`src/rtl/uart_pkg.sv`:
```
// Shared UART definitions for the RX controller and the planned TX controller.
// Latency: none (types and constants only).
// Backpressure: not applicable.
package uart_pkg;

  // Width of one UART character.
  localparam int UART_DATA_W = 8;

  // Smallest usable divisor: the half-bit phase needs at least two cycles.
  localparam int UART_MIN_DIV = 4;

  // Divisor after reset: 100 MHz core clock / 115200 baud.
  localparam int UART_DEFAULT_DIV = 868;

  // Baud generator phases: waiting, half-bit to the first bit centre, then full bits.
  typedef enum logic [1:0] {
    BAUD_IDLE = 2'd0,
    BAUD_HALF = 2'd1,
    BAUD_FULL = 2'd2
  } baud_state_e;

endpackage

```
`src/rtl/uart_rx_fifo.sv`:
```
// Synchronous first-word-fall-through FIFO, depth 2**AW, used between the UART core and the bus.
// Latency: a push is visible on dout_o/level_o the next cycle; dout_o always shows the head entry.
// Backpressure: push while full is refused unless a pop happens in the same cycle; flush beats push and pop.
module uart_rx_fifo #(
  parameter int W  = 8,
  parameter int AW = 4
) (
  input  logic          clk_i,
  input  logic          rst_i,
  input  logic          push_i,
  input  logic          pop_i,
  input  logic          flush_i,
  input  logic [W-1:0]  din_i,
  output logic [W-1:0]  dout_o,
  output logic [AW:0]   level_o,
  output logic          full_o,
  output logic          empty_o
);

  localparam int DEPTH = 1 << AW;

  logic [W-1:0]  mem_q [DEPTH];
  logic [AW-1:0] wr_ptr_q, wr_ptr_d;
  logic [AW-1:0] rd_ptr_q, rd_ptr_d;
  logic [AW:0]   level_q, level_d;
  logic          do_push;
  logic          do_pop;

  // The extra level bit is set only at exactly DEPTH entries, so it is the full flag.
  assign full_o  = level_q[AW];
  assign empty_o = (level_q == '0);
  assign level_o = level_q;

  // A pop on an empty FIFO is ignored; a full FIFO accepts a push only when it is popped too.
  assign do_pop  = pop_i & ~empty_o & ~flush_i;
  assign do_push = push_i & (~full_o | do_pop) & ~flush_i;

  // Head entry falls through; an empty FIFO reads as zero rather than stale storage.
  assign dout_o = empty_o ? '0 : mem_q[rd_ptr_q];

  // Pointer and level next-state; flush restarts everything from slot zero.
  always_comb begin
    wr_ptr_d = wr_ptr_q;
    rd_ptr_d = rd_ptr_q;
    level_d  = level_q;
    if (flush_i) begin
      wr_ptr_d = '0;
      rd_ptr_d = '0;
      level_d  = '0;
    end else begin
      if (do_push) begin
        wr_ptr_d = wr_ptr_q + AW'(1);
      end
      if (do_pop) begin
        rd_ptr_d = rd_ptr_q + AW'(1);
      end
      unique case ({do_push, do_pop})
        2'b10:   level_d = level_q + (AW+1)'(1);
        2'b01:   level_d = level_q - (AW+1)'(1);
        default: level_d = level_q;
      endcase
    end
  end

  // Pointer and level state; contents are abandoned on reset simply by zeroing the level.
  always_ff @(posedge clk_i or posedge rst_i) begin
    if (rst_i) begin
      wr_ptr_q <= '0;
      rd_ptr_q <= '0;
      level_q  <= '0;
    end else begin
      wr_ptr_q <= wr_ptr_d;
      rd_ptr_q <= rd_ptr_d;
      level_q  <= level_d;
    end
  end

  // Storage write; when full with a simultaneous pop this overwrites the slot being vacated.
  always_ff @(posedge clk_i) begin
    if (do_push) begin
      mem_q[wr_ptr_q] <= din_i;
    end
  end

endmodule

```
`src/rtl/uart_rx_ctrl.sv`:
```
// Receive-side controller for the 8N1 UART core: rx enable, bit-centre sample strobe, byte FIFO for the CPU.
// Latency: O_rx_start and FIFO outputs follow their inputs by one cycle; first strobe lands 1+(D>>1) cycles after frame start.
// Backpressure: none toward the core; a byte arriving at a full FIFO without a pop is dropped and O_overrun is set.
module uart_rx_ctrl
  import uart_pkg::*;
#(
  parameter int DIV_W       = 16,
  parameter int DEFAULT_DIV = UART_DEFAULT_DIV,
  parameter int FIFO_AW     = 4,
  parameter int IRQ_LEVEL   = 1
) (
  input  logic                   I_clk,
  input  logic                   I_rst,
  input  logic                   I_enable,
  input  logic                   I_div_we,
  input  logic [DIV_W-1:0]       I_div,
  input  logic                   I_flush,
  output logic                   O_rx_start,
  input  logic                   I_bps_clk_en,
  output logic                   O_bps_rx_clk,
  input  logic                   I_rx_done,
  input  logic [UART_DATA_W-1:0] I_rx_data,
  input  logic                   I_rd_en,
  output logic [UART_DATA_W-1:0] O_rd_data,
  output logic                   O_rx_valid,
  output logic [FIFO_AW:0]       O_level,
  output logic                   O_overrun,
  input  logic                   I_ovr_clr,
  output logic                   O_irq
);

  localparam logic [DIV_W-1:0]   MIN_DIV_C = DIV_W'(UART_MIN_DIV);
  localparam logic [DIV_W-1:0]   RST_DIV_C = DIV_W'(DEFAULT_DIV);
  localparam logic [FIFO_AW:0]   IRQ_LVL_C = (FIFO_AW+1)'(IRQ_LEVEL);

  // Control registers.
  logic                   rx_start_q;
  logic [DIV_W-1:0]       div_pend_q, div_pend_d;
  logic [DIV_W-1:0]       div_act_q,  div_act_d;

  // Baud generator.
  baud_state_e            state_q, state_d;
  logic [DIV_W-1:0]       cnt_q, cnt_d;
  logic                   strobe_q, strobe_d;
  logic [DIV_W-1:0]       half_last;
  logic [DIV_W-1:0]       full_last;
  logic                   half_hit;
  logic                   full_hit;

  // FIFO and status.
  logic                   fifo_pop;
  logic                   fifo_full;
  logic                   fifo_empty;
  logic [FIFO_AW:0]       fifo_level;
  logic [UART_DATA_W-1:0] fifo_dout;
  logic                   drop;
  logic                   ovr_q, ovr_d;

  // ---------------------------------------------------------------------------
  // Divisor: writes land in a pending register and are adopted only between frames,
  // so a frame in progress always keeps the bit period it started with.
  // ---------------------------------------------------------------------------

  // Clamp new divisor writes and adopt the pending value whenever the generator is idle.
  always_comb begin
    div_pend_d = div_pend_q;
    if (I_div_we) begin
      div_pend_d = (I_div < MIN_DIV_C) ? MIN_DIV_C : I_div;
    end
    div_act_d = (state_q == BAUD_IDLE) ? div_pend_q : div_act_q;
  end

  // Enable pipeline register and both divisor registers.
  always_ff @(posedge I_clk or posedge I_rst) begin
    if (I_rst) begin
      rx_start_q <= 1'b0;
      div_pend_q <= RST_DIV_C;
      div_act_q  <= RST_DIV_C;
    end else begin
      rx_start_q <= I_enable;
      div_pend_q <= div_pend_d;
      div_act_q  <= div_act_d;
    end
  end

  assign O_rx_start = rx_start_q;

  // ---------------------------------------------------------------------------
  // Baud FSM: half a bit to reach the start-bit centre, then whole bits.
  // The strobe is registered, which supplies the extra cycle before the first centre.
  // ---------------------------------------------------------------------------

  assign half_last = (div_act_q >> 1) - DIV_W'(1);
  assign full_last = div_act_q - DIV_W'(1);
  assign half_hit  = (cnt_q == half_last);
  assign full_hit  = (cnt_q == full_last);

  // Baud state, counter and strobe registers.
  always_ff @(posedge I_clk or posedge I_rst) begin
    if (I_rst) begin
      state_q  <= BAUD_IDLE;
      cnt_q    <= '0;
      strobe_q <= 1'b0;
    end else begin
      state_q  <= state_d;
      cnt_q    <= cnt_d;
      strobe_q <= strobe_d;
    end
  end

  // Phase sequencing; losing the core's bit-clock request always returns to idle.
  always_comb begin
    state_d = state_q;
    if (!I_bps_clk_en) begin
      state_d = BAUD_IDLE;
    end else begin
      unique case (state_q)
        BAUD_IDLE: state_d = BAUD_HALF;
        BAUD_HALF: state_d = half_hit ? BAUD_FULL : BAUD_HALF;
        BAUD_FULL: state_d = BAUD_FULL;
        default:   state_d = BAUD_IDLE;
      endcase
    end
  end

  // Counter and strobe for each phase; no strobe is issued in a cycle where the request drops.
  always_comb begin
    cnt_d    = '0;
    strobe_d = 1'b0;
    if (I_bps_clk_en) begin
      unique case (state_q)
        BAUD_HALF: begin
          if (half_hit) begin
            strobe_d = 1'b1;
          end else begin
            cnt_d = cnt_q + DIV_W'(1);
          end
        end
        BAUD_FULL: begin
          if (full_hit) begin
            strobe_d = 1'b1;
          end else begin
            cnt_d = cnt_q + DIV_W'(1);
          end
        end
        default: begin
          cnt_d    = '0;
          strobe_d = 1'b0;
        end
      endcase
    end
  end

  assign O_bps_rx_clk = strobe_q;

  // ---------------------------------------------------------------------------
  // Byte FIFO toward the CPU, plus overrun and interrupt status.
  // ---------------------------------------------------------------------------

  assign fifo_pop = I_rd_en & ~fifo_empty;

  uart_rx_fifo #(
    .W  (UART_DATA_W),
    .AW (FIFO_AW)
  ) u_fifo (
    .clk_i   (I_clk),
    .rst_i   (I_rst),
    .push_i  (I_rx_done),
    .pop_i   (fifo_pop),
    .flush_i (I_flush),
    .din_i   (I_rx_data),
    .dout_o  (fifo_dout),
    .level_o (fifo_level),
    .full_o  (fifo_full),
    .empty_o (fifo_empty)
  );

  // A byte is lost only when the FIFO is full, nobody pops, and no flush is discarding it anyway.
  assign drop = I_rx_done & fifo_full & ~fifo_pop & ~I_flush;

  // Sticky overrun; a new drop outranks a clear in the same cycle.
  always_comb begin
    ovr_d = drop | (ovr_q & ~I_ovr_clr);
  end

  // Overrun flag register.
  always_ff @(posedge I_clk or posedge I_rst) begin
    if (I_rst) begin
      ovr_q <= 1'b0;
    end else begin
      ovr_q <= ovr_d;
    end
  end

  assign O_overrun  = ovr_q;
  assign O_rd_data  = fifo_dout;
  assign O_rx_valid = ~fifo_empty;
  assign O_level    = fifo_level;
  assign O_irq      = (fifo_level >= IRQ_LVL_C);

endmodule

```
`config.mk`:
```
export PLATFORM = sky130hd
export DESIGN_NAME = uart_rx_ctrl
export DESIGN_NICKNAME = d
export VERILOG_FILES = /design/src/rtl/uart_pkg.sv /design/src/rtl/uart_rx_fifo.sv /design/src/rtl/uart_rx_ctrl.sv
export SDC_FILE = /design/constraint.sdc
export NUM_CORES = 1
export LEC_CHECK = 0
export CAP_MARGIN = 20
export CELL_PAD_IN_SITES_DETAIL_PLACEMENT = 0
export CELL_PAD_IN_SITES_GLOBAL_PLACEMENT = 1
export CORE_ASPECT_RATIO = 0.7
export CORE_MARGIN = 5
export CORE_UTILIZATION = 45
export DETAILED_ROUTE_END_ITERATION = 8
export GPL_TIMING_DRIVEN = 0
export HOLD_SLACK_MARGIN = 0.05
export PLACE_DENSITY_LB_ADDON = 0.08
export SLEW_MARGIN = 40
export SYNTH_ARGS = -nofsm -noshare
export SYNTH_HDL_FRONTEND = slang
export SYNTH_SLANG_ARGS = --single-unit
```
`constraint.sdc`:
```
create_clock -name I_clk -period 2.85 [get_ports I_clk]
set_input_delay 0.4275 -clock I_clk [delete_from_list [all_inputs] [get_ports I_clk]]
set_output_delay 0.4275 -clock I_clk [all_outputs]
set_load 0.1 [all_outputs]
```
# After elaboration in Yosys (flattened, before gate mapping)
# Memories as Yosys holds them, arrays and structs flattened.
# Cells that the tools add are included.
# op_classes
order_cmp,2
muxes,21
add_sub_neg,7
eq_ne,6
bitwise_logic,16
reduce_logical,5
# op_table
cell,count
16-bit two-way mux,4
16-bit equality test,2
16-bit one-hot mux with 2 select lines,1
"16-bit by 1-bit adder with 16-bit output, second input constant",1
"16-bit by 3-bit < comparator with 1-bit output, second input constant",1
4-bit two-way mux,4
"15-bit by 1-bit subtractor with 16-bit output, second input constant",1
"16-bit by 1-bit subtractor with 16-bit output, second input constant",1
5-bit one-hot mux with 2 select lines,1
1-bit AND,9
"4-bit by 1-bit adder with 4-bit output, second input constant",2
8-bit two-way mux,1
2-bit one-hot mux with 3 select lines,1
"5-bit by 1-bit adder with 5-bit output, second input constant",1
"5-bit by 1-bit greater-or-equal comparator with 1-bit output, second input constant",1
5-bit logical NOT,1
1-bit two-way mux,5
5-bit two-way mux,1
1-bit NOT,5
"5-bit by 1-bit subtractor with 5-bit output, second input constant",1
"2-bit by 1-bit equality test with 1-bit output, second input constant",2
"2-bit equality test, second input constant",2
2-bit two-way mux,2
2-bit nonzero test,2
other kinds (4),5
# totals
mem_count,1
ff_bits,66
out_inout_bits,18
in_bits,33
ramBits,128
# mem_list
name,depth,word_bits,rd,rd_clocked_by_memory_dff,wr,line,text
u_fifo.mem_q,16,8,1,0,1,uart_rx_fifo.sv:22,logic [W-1:0] mem_q [DEPTH];

# Longest topological paths before layout
# depth
ltp_word,11
ltp_mapped,11

# Modules after synthesis
# From an unflattened synthesis, not the netlist that was laid out.
# unflattened
hier_cells,681
hier_area_um2,9346.5
# by_module_without_submodules
mod,cells_each,n_inst,area_each_um2
uart_rx_fifo,319,1,5840.6
uart_rx_ctrl,362,1,3505.9

# Least setup slack after synthesis
# No wires, ideal clock.
# synth_path
path_type,flip-flop to output port
from,"register u_fifo.level_q[1], in the netlist u_fifo.level_o[1]"
to,output O_rd_data[0]
path_stages_with_launch,6
path_slack_ns,-0.737
arrival_ns,3.159
required_ns,2.423
n_path_buf,0
path_cell_list,dfrtp_1 -> inv_1 -> ha_1 -> nor4b_1 -> inv_1 -> and2_1
# synth_between
elab_chain_len,2
# synth_rtl
element,line,text
start: declaration,uart_rx_fifo.sv:25,"logic [AW:0] level_q, level_d;"
start signal: assignment,uart_rx_fifo.sv:74,level_q <= level_d;
5-bit logical NOT,uart_rx_fifo.sv:31,assign empty_o = (level_q == '0);
8-bit two-way mux,uart_rx_fifo.sv:39,assign dout_o = empty_o ? '0 : mem_q[rd_ptr_q];
end: declaration,uart_rx_ctrl.sv:24,"output logic [UART_DATA_W-1:0] O_rd_data,"
# No other way between the ends.

# Worst setup path after layout
# layout_path
from,register u_fifo.rd_ptr_q[0]
to,output O_rd_data[1]
# layout_between
elab_chain_len,2
# layout_rtl
element,line,text
start: declaration,uart_rx_fifo.sv:24,"logic [AW-1:0] rd_ptr_q, rd_ptr_d;"
start signal: assignment,uart_rx_fifo.sv:73,rd_ptr_q <= rd_ptr_d;
memory read 16 x 8 bit,n/a,
8-bit two-way mux,uart_rx_fifo.sv:39,
# No other way between the ends.

==> impl_metrics.json <==
{
  "status": "finished with violations",
  "core_sq_um": 19800,
  "synth-main-ff-cell": "edfxtp_1",
  "setup_viol": 23,
  "seq_area_sq_um": 5520,
  "p_comb_share_pct": 36.1,
  "hp-class": "primary input to async pin",
  "die_y_microns": 129,
  "wire_per_inst_microns": 20.9,
  "worst_slack_ns": -0.129,
  "grt_max_degree": 60,
  "path_common_cell": "buf_12",
  "gr-total-overflow": 0,
  "r2r_start": "div_act_q[9]",
  "num_vias": 5562,
  "fill_cells": 1673,
  "synth_top_area_share_pct": 42.5,
  "end_kind": "output pin",
  "path_cells": "buf_12 > buf_12 > mux4_2 > mux4_2 > and2_4 > buf_12",
  "n_antenna_cell": 0,
  "drtPass1Iterations": 5,
  "startpoint_type": "register",
  "rsz0062_at_grt": "yes",
  "antenna_found_initial": 0,
  "crit_arrival_ns": 2.55,
  "tritoncts": "done",
  "die_w_microns": 180,
  "grt_pass1_wl_microns": 32500,
  "clk_path_buf_depth": 2,
  "postSynthCellCount": 634,
  "grt.total_usage_pct": 18.6,
  "worstMarginPinSlew_ns": 0.811,
  "synth_commonest_cells": "edfxtp_1, dfrtp_1, nor2_1",
  "p_per_area_nw_per_um2": 798,
  "syn-cell-area_sq_um": 9050,
  "critical_path_buf_inv_count": 3,
  "async_reset_ff_share_pct": 34.0,
  "ys_types": 61,
  "clock.fmax_mhz": 336,
  "synthesis.nets": 682,
  "numClockSinks": 194,
  "slowest_stage": "mux4_2",
  "num_rows": 43,
  "violations": "negative setup slack",
  "path_delay_family": "multiplexers",
  "multi_input_area_sq_um": 3460,
  "cp_max_fo": 5,
  "cts.clk_slew.worst_paths_ns": 0.07,
  "hold_viol": 0,
  "p_seq_share_pct": 37.2,
  "power.leakage_uw": 0.00384,
  "worstSetupStartpoint": "u_fifo.rd_ptr_q[0]",
  "final_area_sq_um": 11000,
  "final.min_clock_period_ns": 2.98,
  "fin_crit_sh_pct": 105,
  "yosys_warnings": 0,
  "clkPwrFrac_pct": 26.7,
  "synth.avg_cell_area_sq_um": 14.3,
  "detail-route-antenna-nets": 0,
  "drv_slew": 0,
  "vias_per_cell": 5.55,
  "numPortBuffers": 48,
  "htree_num_levels": 4,
  "wl_microns": 21000,
  "initial_core_util_pct": 45.7,
  "final_nets": 767,
  "num_io_pins": 51,
  "cap_violations": 0,
  "yosysMostFrequentCell": "edfxtp_1",
  "ys_ff_latch": 194,
  "dp_hpwl_microns": 14700,
  "required_ns": 2.42,
  "swShare_pct": 35.8,
  "grt_pass1_vias": 5512,
  "slew_headroom_pct": 45.8,
  "dieArea_sq_um": 23100,
  "p_sw_uw": 3160,
  "place_area_sq_um": 9870,
  "synth_edf_count": 128,
  "synth_largest_area_cell": "edfxtp_1",
  "r2r_cells": 9,
  "cts_buffers": 17,
  "instances_no_fill": 1002,
  "placed_cells": 956,
  "worst-setup-path-type": "register to output pin",
  "root_buffer": "clkbuf_16",
  "crit_path_max_incr_delay_ns": 0.56,
  "gp_congestion": 0.870,
  "reg2reg_to": "cnt_q[6]",
  "p_int_uw": 5650,
  "drive_above_1_share_pct": 30.1,
  "syn2layout_area_growth_pct": 21.8,
  "clock_skew_ns": 0.0156,
  "synth_area_leaders": "edfxtp_1, dfrtp_1, mux4_2",
  "drt_iter0_markers": 429,
  "clk_latency_ns": 0.44,
  "seq_area_frac_synth_pct": 60.8,
  "ir_drop_mv": 0.632,
  "power_uw": 8800,
  "drc": 0,
  "rrSetupSlack_ns": -0.12
}
==> layout by cell type, fill, tap and decap left out, drive strengths merged, types with 14 or more instances in the layout <==
cell,netlist,layout
and2,23,23
buf,12,52
clkbuf,31,45
clkdlybuf4s50,0,30
dfrtp,56,56
edfxtp,128,128
ha,15,15
inv,21,28
mux2,25,25
mux4,40,40
nand2,19,19
nor2,41,41
nor3,16,16
nor4,14,14
xnor2,30,30
xor2,23,23
==> sequential cells by signal, summed over array words and instances (netlist names), 2 cells and up <==
signal	flops
u_fifo.wr_ptr_q	4
u_fifo.level_o	5
state_q	2
u_fifo.mem_q	128
u_fifo.rd_ptr_q	4
div_act_q	16
div_pend_q	16
cnt_q	16
==> power groups by stage <==
stage / Combinational [uW] / Sequential [uW] / Clock [uW]
2_1_floorplan: 1800 / 3430 / 0
3_3_place_gp: 2620 / 3290 / 0
3_5_place_dp: 2520 / 3300 / 0
4_1_cts: 3050 / 3280 / 2390
5_1_grt: 3360 / 3300 / 2500
6_report: 3180 / 3280 / 2350
==> final cells by class <==
class,count,share of cell area (%)
Inverter,21,0.806
Timing Repair Buffer,73,7.40
Tap cell,270,3.06
Sequential cell,194,50.0
Clock buffer,18,3.89
Buffer,36,1.95
Clock inverter,14,1.45
Multi-Input combinational cell,376,31.4
==> through the flow <==
step	utilization, %	setup WS, ns	hold slack (ns)	TNS (ns)
2_1_floorplan	-	0.0131	0.454	0
3_3_place_gp	49.9	-1.19	0.476	-73.60
3_5_place_dp	49.8	-0.515	0.489	-28.42
4_1_cts	55.0	-0.154	0.242	-2.14
5_1_grt	55.7	-0.224	0.249	-4.40
6_report	55.7	-0.129	0.253	-2.46
==> worst register-to-register path, delay by kind of cell (launching register included) <==
| family | cells | cell delay (ns) |
|---|---|---|
| buffers and inverters | 2 | 0.37 |
| flip-flops | 1 | 0.37 |
| AND/OR/NAND/NOR | 5 | 1.61 |
| AO/OA/AOI/OAI | 2 | 0.51 |
==> routing by layer <==
| metal | track usage [%] | wire [microns] | up-vias |
|---|---|---|---|
| met5 | 0 | 0 | - |
| met4 | 4.57 | 166 | 0 |
| met3 | 4.07 | 1610 | 13 |
| met2 | 24.7 | 8430 | 152 |
| met1 | 30.6 | 10800 | 2833 |
| li1 | - | - | 2564 |
==> worst max path at each step <==
stage,end,slack (ns),cells past startpoint
final,O_rd_data[1],-0.13,6
after global placement,u_fifo.mem_q[3][6],-1.19,5
after detailed placement,u_fifo.mem_q[0][6],-0.51,5
after global routing,cnt_q[6],-0.22,10
after CTS,O_rd_data[2],-0.15,6
after floorplan,u_fifo.level_o[3],0.01,9
==> logic make-up (layout without fill, tap and decap cells) <==
family | after synthesis | in the layout | synth area share, %
buffers and inverters | 64 | 162 | 2.87
adder cells (fa/ha/maj) | 15 | 15 | 2.07
AND/OR/NAND/NOR | 182 | 182 | 11.1
AO/OA/AOI/OAI | 60 | 60 | 4.84
XOR/XNOR | 53 | 53 | 5.13
multiplexers | 66 | 66 | 13.2
flip-flops | 194 | 194 | 60.8
==> repair_timing <==
| action | 4_1_cts | 5_1_grt |
|---|---|---|
| pin swaps | 22 | 12 |
| gates resized for setup | 92 | 19 |
| endpoints found under the setup margin | 54 | 30 |
| setup buffers | 15 | 4 |
| hold buffers | 0 | 0 |
| gates cloned | 2 | 2 |
No activity file was read; power rests on OpenSTA's default activity.
